**config.mk**
```make
export PLATFORM = sky130hd
export DESIGN_NAME = ace_snoop_responder
export DESIGN_NICKNAME = d
export VERILOG_FILES = /design/src/rtl/ace_pkg.sv /design/src/rtl/ace_snoop_responder.sv
export SDC_FILE = /design/constraint.sdc
export NUM_CORES = 1
export LEC_CHECK = 0
export ABC_AREA = 1
export BUFFER_PORTS_ARGS = -buffer_cell sky130_fd_sc_hd__buf_2
export CAP_MARGIN = 0
export CORE_ASPECT_RATIO = 1.4
export CORE_MARGIN = 2
export CORE_UTILIZATION = 25
export DETAILED_ROUTE_END_ITERATION = 10
export PLACE_DENSITY = 0.48
export SETUP_SLACK_MARGIN = 0.1
export SYNTH_ARGS = -nofsm -noshare
export SYNTH_HDL_FRONTEND = slang
export SYNTH_SLANG_ARGS = --single-unit
```
**constraint.sdc**
```tcl
create_clock -name clk_i -period 2.2 [get_ports clk_i]
set_input_delay 0.22 -clock clk_i [delete_from_list [all_inputs] [get_ports clk_i]]
set_output_delay 0.22 -clock clk_i [all_outputs]
set_load 0.01 [all_outputs]
```
**src/rtl/ace_pkg.sv**
```systemverilog
// ace_pkg -- shared ACE snoop definitions.
// Purpose : snoop opcode constants, CRRESP layout, line-state update command,
//           default snoop channel structs, responder FSM states and the helper
//           functions that map a lookup result onto CRRESP and an update.
package ace_pkg;

  localparam int unsigned AceAddrWidth = 64;
  localparam int unsigned AceDataWidth = 64;

  typedef logic [3:0] acsnoop_t;

  localparam acsnoop_t AcReadOnce           = 4'b0000;
  localparam acsnoop_t AcReadShared         = 4'b0001;
  localparam acsnoop_t AcReadClean          = 4'b0010;
  localparam acsnoop_t AcReadNotSharedDirty = 4'b0011;
  localparam acsnoop_t AcReadUnique         = 4'b0111;
  localparam acsnoop_t AcCleanShared        = 4'b1000;
  localparam acsnoop_t AcCleanInvalid       = 4'b1001;
  localparam acsnoop_t AcMakeInvalid        = 4'b1101;

  // CRRESP[4:0] = {WasUnique, IsShared, PassDirty, Error, DataTransfer}
  typedef struct packed {
    logic was_unique;
    logic is_shared;
    logic pass_dirty;
    logic error;
    logic data_transfer;
  } crresp_t;

  typedef struct packed {
    logic invalidate;
    logic clear_dirty;
    logic clear_unique;
  } upd_cmd_t;

  typedef struct packed {
    logic [AceAddrWidth-1:0] addr;
    acsnoop_t                snoop;
    logic [2:0]              prot;
  } ace_ac_chan_t;

  typedef struct packed {
    logic         ac_valid;
    ace_ac_chan_t ac;
    logic         cr_ready;
    logic         cd_ready;
  } ace_snoop_req_t;

  typedef struct packed {
    logic [AceDataWidth-1:0] data;
    logic                    last;
  } ace_cd_chan_t;

  typedef struct packed {
    logic         ac_ready;
    logic         cr_valid;
    crresp_t      cr_resp;
    logic         cd_valid;
    ace_cd_chan_t cd;
  } ace_snoop_resp_t;

  typedef enum logic [2:0] {
    IDLE,
    LOOKUP,
    WAIT_RES,
    SEND_CR,
    SEND_CD,
    UPDATE
  } snoop_state_e;

  // Error (lookup error or unknown opcode) dominates; otherwise a miss is all zero.
  function automatic crresp_t snoop_crresp(acsnoop_t snoop, logic hit, logic dirty,
                                           logic is_unique, logic err);
    crresp_t c;
    c = '0;
    if (err) begin
      c.error = 1'b1;
    end else begin
      case (snoop)
        AcReadOnce: begin
          c.data_transfer = hit;
          c.is_shared     = hit;
        end
        AcReadShared, AcReadClean, AcReadNotSharedDirty: begin
          c.data_transfer = hit;
          c.is_shared     = hit;
          c.pass_dirty    = hit & dirty;
          c.was_unique    = hit & is_unique;
        end
        AcReadUnique: begin
          c.data_transfer = hit;
          c.pass_dirty    = hit & dirty;
          c.was_unique    = hit & is_unique;
        end
        AcCleanInvalid, AcCleanShared: begin
          c.data_transfer = hit & dirty;
          c.pass_dirty    = hit & dirty;
        end
        AcMakeInvalid: c = '0;
        default:       c.error = 1'b1;
      endcase
    end
    return c;
  endfunction

  function automatic upd_cmd_t snoop_update(acsnoop_t snoop, logic hit, logic err);
    upd_cmd_t u;
    u = '0;
    if (hit && !err) begin
      case (snoop)
        AcReadUnique, AcCleanInvalid, AcMakeInvalid: u.invalidate = 1'b1;
        AcReadShared, AcReadClean, AcReadNotSharedDirty: begin
          u.clear_dirty  = 1'b1;
          u.clear_unique = 1'b1;
        end
        AcCleanShared: u.clear_dirty = 1'b1;
        default:       u = '0;
      endcase
    end
    return u;
  endfunction

endpackage

```
**src/rtl/ace_snoop_responder.sv**
```systemverilog
// ace_snoop_responder -- answers ACE snoops from a local cache.
// Purpose : accepts one AC snoop at a time, performs a tag lookup, returns CR,
//           streams the line on CD when data is transferred, then issues a
//           line-state update when the snoop requires one.
// Ports   : clk_i/rst_ni           clock, asynchronous active-low reset
//           snoop_req_i            AC channel + CR/CD ready from interconnect
//           snoop_resp_o           AC ready + CR and CD channels
//           lookup_*               tag lookup request / result
//           data_req_o/data_gnt_i  per-beat line read, data_i valid with gnt
//           upd_*                  line-state update command handshake
module ace_snoop_responder
  import ace_pkg::*;
#(
  // Defaults to the 64-bit package structs so the block elaborates standalone.
  parameter type         snoop_req_t  = ace_snoop_req_t,
  parameter type         snoop_resp_t = ace_snoop_resp_t,
  parameter int unsigned AddrWidth    = 64,
  parameter int unsigned DataWidth    = 64,
  parameter int unsigned CdBeats      = 4
) (
  input  logic                       clk_i,
  input  logic                       rst_ni,
  input  snoop_req_t                 snoop_req_i,
  output snoop_resp_t                snoop_resp_o,
  output logic                       lookup_valid_o,
  input  logic                       lookup_ready_i,
  output logic [AddrWidth-1:0]       lookup_addr_o,
  input  logic                       lookup_rvalid_i,
  input  logic                       hit_i,
  input  logic                       dirty_i,
  input  logic                       unique_i,
  input  logic                       err_i,
  output logic                       data_req_o,
  input  logic                       data_gnt_i,
  output logic [$clog2(CdBeats)-1:0] data_beat_o,
  input  logic [DataWidth-1:0]       data_i,
  output logic                       upd_valid_o,
  input  logic                       upd_ready_i,
  output logic                       upd_invalidate_o,
  output logic                       upd_clear_dirty_o,
  output logic                       upd_clear_unique_o
);

  localparam int unsigned BeatW = $clog2(CdBeats);
  // One extra bit so the issue counter can reach CdBeats without wrapping.
  localparam logic [BeatW:0] NumBeats = (BeatW + 1)'(CdBeats);
  localparam logic [BeatW:0] LastBeat = (BeatW + 1)'(CdBeats - 1);

  snoop_state_e         r_state;
  logic [AddrWidth-1:0] r_addr;
  acsnoop_t             r_snoop;
  logic                 r_lookup_valid;
  logic                 r_cr_valid;
  crresp_t              r_cr_resp;
  upd_cmd_t             r_upd_cmd;
  logic                 r_upd_valid;
  logic [BeatW:0]       r_beat;
  logic                 r_cd_valid;
  logic [DataWidth-1:0] r_cd_data;
  logic                 r_cd_last;

  crresp_t  w_cr;
  upd_cmd_t w_upd;
  logic     w_cd_pop;
  logic     w_data_req;
  logic     w_data_fire;
  logic     w_unused;

  assign w_unused = ^snoop_req_i.ac.prot;

  assign w_cr  = snoop_crresp(r_snoop, hit_i, dirty_i, unique_i, err_i);
  assign w_upd = snoop_update(r_snoop, hit_i, err_i);

  // The CD register may be refilled in the same cycle it is popped, which
  // keeps the stream gap-free when grant and cd_ready are both held high.
  assign w_cd_pop    = r_cd_valid & snoop_req_i.cd_ready;
  assign w_data_req  = (r_state == SEND_CD) && (r_beat < NumBeats) &&
                       (!r_cd_valid || snoop_req_i.cd_ready);
  assign w_data_fire = w_data_req & data_gnt_i;

  always_ff @(posedge clk_i or negedge rst_ni) begin
    if (!rst_ni) begin
      r_state        <= IDLE;
      r_addr         <= '0;
      r_snoop        <= '0;
      r_lookup_valid <= 1'b0;
      r_cr_valid     <= 1'b0;
      r_cr_resp      <= '0;
      r_upd_cmd      <= '0;
      r_upd_valid    <= 1'b0;
      r_beat         <= '0;
      r_cd_valid     <= 1'b0;
      r_cd_data      <= '0;
      r_cd_last      <= 1'b0;
    end else begin
      case (r_state)
        IDLE: begin
          if (snoop_req_i.ac_valid) begin
            r_addr         <= snoop_req_i.ac.addr;
            r_snoop        <= snoop_req_i.ac.snoop;
            r_lookup_valid <= 1'b1;
            r_state        <= LOOKUP;
          end
        end
        LOOKUP: begin
          if (lookup_ready_i) begin
            r_lookup_valid <= 1'b0;
            r_state        <= WAIT_RES;
          end
        end
        WAIT_RES: begin
          // The lookup result is kept in its decoded form: CR plus update.
          if (lookup_rvalid_i) begin
            r_cr_resp  <= w_cr;
            r_upd_cmd  <= w_upd;
            r_cr_valid <= 1'b1;
            r_state    <= SEND_CR;
          end
        end
        SEND_CR: begin
          if (snoop_req_i.cr_ready) begin
            r_cr_valid <= 1'b0;
            if (r_cr_resp.data_transfer) begin
              r_beat  <= '0;
              r_state <= SEND_CD;
            end else if (|r_upd_cmd) begin
              r_upd_valid <= 1'b1;
              r_state     <= UPDATE;
            end else begin
              r_state <= IDLE;
            end
          end
        end
        SEND_CD: begin
          if (w_data_fire) begin
            r_cd_valid <= 1'b1;
            r_cd_data  <= data_i;
            r_cd_last  <= (r_beat == LastBeat);
            r_beat     <= r_beat + 1'b1;
          end else if (w_cd_pop) begin
            r_cd_valid <= 1'b0;
            r_cd_last  <= 1'b0;
          end
          if (w_cd_pop && r_cd_last) begin
            if (|r_upd_cmd) begin
              r_upd_valid <= 1'b1;
              r_state     <= UPDATE;
            end else begin
              r_state <= IDLE;
            end
          end
        end
        UPDATE: begin
          if (upd_ready_i) begin
            r_upd_valid <= 1'b0;
            r_state     <= IDLE;
          end
        end
        default: r_state <= IDLE;
      endcase
    end
  end

  always_comb begin
    snoop_resp_o          = '0;
    snoop_resp_o.ac_ready = (r_state == IDLE);
    snoop_resp_o.cr_valid = r_cr_valid;
    snoop_resp_o.cr_resp  = r_cr_resp;
    snoop_resp_o.cd_valid = r_cd_valid;
    snoop_resp_o.cd.data  = r_cd_data;
    snoop_resp_o.cd.last  = r_cd_last;
  end

  assign lookup_valid_o     = r_lookup_valid;
  assign lookup_addr_o      = r_addr;
  assign data_req_o         = w_data_req;
  assign data_beat_o        = r_beat[BeatW-1:0];
  assign upd_valid_o        = r_upd_valid;
  assign upd_invalidate_o   = r_upd_cmd.invalidate;
  assign upd_clear_dirty_o  = r_upd_cmd.clear_dirty;
  assign upd_clear_unique_o = r_upd_cmd.clear_unique;

endmodule
```
Word level (Yosys, flattened, before mapping). Cells that the tools add are included.

Memory bits (writable): 0. Word-level logic and storage cells: 119. Output and inout bits: 145. ROM bits: 0. Input port bits: 148. Memories: 0. Bits in registers: 151. Bits in latches: 0.

Div/mod/pow operators: 0. Shift operators: 0. Magnitude comparators: 1. Muxes and demuxes: 40. Multipliers: 0. Reductions and logical operators: 33. Add/subtract/negate cells: 1. Bitwise operators: 4. Equal/unequal tests: 22.

Operators by type and width (number): 3-bit 2-to-1 mux (13); 1-bit 2-to-1 mux (21); 3-bit one-hot mux with 6 select lines (1); 2-bit inequality test (second input constant) (8); 4-bit == test (second input constant) (3); 4-bit OR reduction (3); 3-bit by 2-bit == test with 1-bit output (second input constant) (3); 3-bit OR reduction (3); 4-bit by 2-bit == test with 1-bit output (second input constant) (2); 2-bit AND reduction (4); 2-bit nonzero test (4); 8-bit OR reduction (1); 3-bit == test (second input constant) (2); 1-bit one-hot mux with 2 select lines (3); 3-bit one-hot mux with 2 select lines (1); 3-bit AND reduction (2); 6-bit AND reduction (1); 6-bit OR reduction (1); 5-bit AND reduction (1); 5-bit OR reduction (1); 1-bit bitwise AND (4); 4-bit by 1-bit == test with 1-bit output (second input constant) (1); 4-bit by 3-bit == test with 1-bit output (second input constant) (1); 1-bit logical AND (4); other kinds (12) (13).

Longest topological paths before layout.
Depth in word-level cells: 6. Mapped depth: 10. Mapped depth without buffers: 8.

Worst setup path before layout. Ideal clock, no wire load.

Path kind: register -> register. From: register r_state[1]. To: register r_cd_data[0]. Period minus slack after synthesis: 1.359 ns. Path buffers: 3. Data required time: 2.084 ns. Cell stages (with the launch flop): 10. Setup slack: 0.841 ns. Arrival: 1.243 ns. Setup time: 0.116 ns. Cells stage by stage: dfrtp_1 buf_6 inv_2 nand2_2 nor2_4 nand3_4 buf_6 buf_2 nand2_1 nand2_1.

Word-level cells in the longest chain between the ends: 5.

Ends and longest elaborated chain: start, declared (RTL line ace_snoop_responder.sv:49) `snoop_state_e r_state;`; start signal, assigned (RTL line ace_snoop_responder.sv:83) `r_state <= IDLE;`; start signal, assigned (RTL line ace_snoop_responder.sv:102) `r_state <= LOOKUP;`; start signal, assigned (RTL line ace_snoop_responder.sv:108) `r_state <= WAIT_RES;`; 3-bit == test (*) (RTL line ace_snoop_responder.sv:77, ace_snoop_responder.sv:96); 1-bit logical AND (2 in a row) (RTL line ace_snoop_responder.sv:77) `assign w_data_req = (r_state == SEND_CD) && (r_beat < NumBeats) &&`; 1-bit bitwise AND (RTL line ace_snoop_responder.sv:79) `assign w_data_fire = w_data_req & data_gnt_i;`; 2-bit AND reduction (no line) (*); end signal, assigned (RTL line ace_snoop_responder.sv:137) `r_cd_data <= data_i;`; end, declared (RTL line ace_snoop_responder.sv:59) `logic [DataWidth-1:0] r_cd_data;`.

Every way passes the cells marked *; elsewhere a longest branch is shown, timed or not. A chain may end at the register's enable or synchronous reset.

Worst setup path in the final report.
From: register r_state[0]. To: output data_req_o.

Word-level cells in the longest chain between the ends: 3.

Ends and longest elaborated chain: 3-bit == test (RTL line ace_snoop_responder.sv:77); 1-bit logical AND (2 in a row) (RTL line ace_snoop_responder.sv:77); end, declared (RTL line ace_snoop_responder.sv:33) `output logic data_req_o,`.

Every way passes these cells.

==> results.txt <==
----------------------------------------------------
[Yosys]
  Cell with the most instances after synthesis ... nand2_1
  Post-synthesis sequential area ratio ... 60.5%
  Yosys synthesis warning count ... 0
  Synth Register Bits ... 151
  Commonest cells post-synth ... nand2_1 (446), dfrtp_1 (151), inv_1 (23)
  Fraction of registers with async set or reset after synthesis ... 100%
  Post-synth top area cell ... dfrtp_1
  Main synth FF type ... dfrtp_1
  Cells after Synth ... 732
  EDFF count, synth ... 0
  Top cells by area, synth ... dfrtp_1 (61%), nand2_1 (27%), buf_6 (2.7%)
  Area share of the largest cell type after synthesis ... 60.5%
  Library cells used by synthesis ... 21
  Post-Synthesis Net Count ... 882
  Post-synth design cell area ... 0.00624 mm^2
  Mean post-synth cell area ... 8.53 um^2

[CTS]
  H-tree Lvls ... 4
  Clk buf depth ... 2
  Clock buffers created by TritonCTS ... 17
  Buffer cell driving the clock tree root ... clkbuf_16
  Clock edge transition at the registers on the reported setup and hold paths ... 0.06 ns
  CTS-repair resized insts ... 0
  Clock network latency to the later pin of the worst-skew pair ... 0.42 ns
  Clock tree from TritonCTS ... built
  Total setup buffers inserted after CTS ... 0
  TritonCTS sink count ... 151
  Hold bufs inserted after CTS ... 116

[GRT]
  Peak-usage layer in the global routing report ... met2
  Met3 global-route usage ... 4.53%
  Maximum number of pins on one net before global-route repair ... 76
  Total global routing overflow ... 0
  Total track usage ... 14.4%
  Met2 Usage GRT ... 25.5%
  Global-route wire length before repair ... 29400 um
  Met1 Resource Use GR ... 16.1%
  Initial antenna violation count ... 1
  Via count of the first global-routing pass ... 5993

[STA]
  Slew headroom ... 70.2%
  Max-slew violation total from the final report ... 0
  Post-layout min period ... 1.88 ns
  Peak Freq ... 0.532 GHz
  Hold violation count in the final report ... 0
  Least setup slack across all paths after layout ... 0.320 ns
  Min Hold Slack ... 0.0240 ns
  Measured slew at the worst slew-check pin ... 0.447 ns
  Final cycle utilization of the critical path ... 85.4%
  # setup viols final ... 0
  Setup repair after global routing missed its margin ... no
  Layout Skew ... 0.00803 ns
  Total negative slack for setup checks ... 0 ns

[Die]
  Width of the chip ... 138 um
  Die ar. ... 0.0263 mm^2
  Core footprint ... 0.0246 mm^2
  Top-level I/O count ... 293
  FP Rows ... 68
  Initial Utilization ... 25.4%
  Die boundary height ... 191 um

[Setup path]
  Critical path data arrival time ... 1.66 ns
  Kind of cell adding the most delay to the critical path ... flip-flops
  Peak per-stage delay on the critical path ... 0.54 ns
  Critical path launch point type ... flip-flop
  Endpoint type of the worst setup path ... primary output
  Required time of the critical path ... 1.98 ns
  Buffer and inverter count on the worst path ... 1
  Category of the most critical setup path ... flip-flop to primary output
  Crit path cell chain ... nor2_4, nand2_1, nor3_1, buf_2
  Highest fanout seen on the critical path ... 9
  Max stage delay cell, worst path ... dfrtp_1

[Routing]
  1st-pass router iterations ... 4
  Via Count ... 5955
  Routed wire per std cell ... 12.9 um
  Drt total wl ... 18900 um
  Antenna Violating Nets Remaining ... 0
  Residual DRC ... 0
  Detailed-route vias per instance ... 4.08
  Detailed Route Iter0 Violations ... 180

[Place]
  Buffers on Ports ... 289
  DP Wirelength ... 12700 um
  Setup WS pre-CTS ... 0.457 ns
  RePlAce Congestion ... 0.765

[Layout]
  Area Overhead vs Synth ... 56.5%
  Antenna fix cells ... 0
  Share of cells above drive strength 1 ... 29.7%
  Post-layout net count ... 1280
  Final design utilization ... 39.7%

[Pwr]
  Max rail drop VDD ... 0.478 mV
  Sum of internal, switching and leakage power ... 6560 uW
  PD cells ... 672 mW/mm^2
  Leakage power ... 0.00572 uW

[Flow run]
  Count of maximum capacitance violations ... 0

[Hold path]
  Classification of the worst-slack hold path ... primary input to flip-flop

[Status]
  Status ... finished clean

----------------------------------------------------
## path summary, 6_finish.rpt
| path | start | to | slack, ns | cells past startpoint |
|---|---|---|---|---|
| setup / recovery | r_state[0] | data_req_o | 0.32 | 4 |
| hold / removal | snoop_req_i[20] | lookup_addr_o[11] | 0.02 | 3 |
| setup reg to reg | r_state[1] | r_cd_data[16] | 0.46 | 8 |
| hold reg to reg | lookup_addr_o[2] | lookup_addr_o[2] | 0.46 | 2 |
| max in group asynchronous | rst_ni | r_cd_data[50] | 1.25 | 3 |
| min in group asynchronous | rst_ni | r_cd_data[26] | 0.25 | 2 |
## registers in the layout, indices dropped and copies added (netlist names)
signal	count
lookup_addr_o	64
r_cd_data	64
snoop_resp_o	5
r_snoop	4
r_beat	3
r_state	3
lookup_valid_o	1
r_cd_last	1
r_cd_valid	1
r_cr_valid	1
upd_clear_dirty_o	1
upd_clear_unique_o	1
upd_invalidate_o	1
upd_valid_o	1
## placed cells by master (no fill, tap or decap), types with 3 or more instances in the layout
master,netlist,final
buf_12,0,7
buf_2,13,288
bufinv_16,0,4
clkbuf_1,3,4
clkbuf_16,0,17
clkbuf_8,0,4
dfrtp_1,151,151
dlygate4sd3_1,0,117
inv_1,23,23
inv_2,4,4
nand2_1,446,446
nand3_1,19,19
nand4_1,5,5
nor2_1,17,17
nor2_4,3,3
o21ai_0,16,16
## layer usage
layer	up-vias	wire (um)	part of all wire, %
met1	2703	7830	41
met5	-	9	0.048
met3	15	1430	7.6
met4	2	250	1.3
met2	217	9350	50
li1	3018	-	-
## through the flow
stage | instance area [um^2] | std cells
finish | 9770 | 1458
detailed placement | 7960 | 1309
CTS | 9760 | 1457
global placement | 7960 | 1309
global route | 9770 | 1458
floorplan | 6240 | 732
## where the power goes
group          leakage (uW)  internal, uW  switching (uW)
logic               0.00341           302             227
registers           0.00200          2840            36.0
clock network      0.000304          2020            1130
total               0.00572          5170            1390
## logic make-up (layout without fill, tap and decap cells)
family          count (synthesis)  in the layout  synth area share, %
flops                         151            151                 60.5
buf+inv                        63            474                 6.15
simple gates                  499            499                 31.5
compound gates                 17             17                 1.42
fa+ha+maj                       2              2                0.401
## worst reg2reg max path: stages (launching register included)
cell and delay (ns):
dfrtp_1 0.50, inv_2 0.13, nand2_2 0.08, nor2_4 0.17
nand3_4 0.17, inv_2 0.11, buf_12 0.24, nand2_1 0.20
nand2_1 0.08
## cell type report
class | count | area (um^2)
fill | 2482 | 14800
sequential | 151 | 3780
timing repair buffer | 415 | 2780
multi-input combinational | 518 | 2080
clock buffer | 25 | 495
tap | 315 | 394
clock inverter | 7 | 140
inverter | 27 | 101
(Power assumes the default switching activity.)
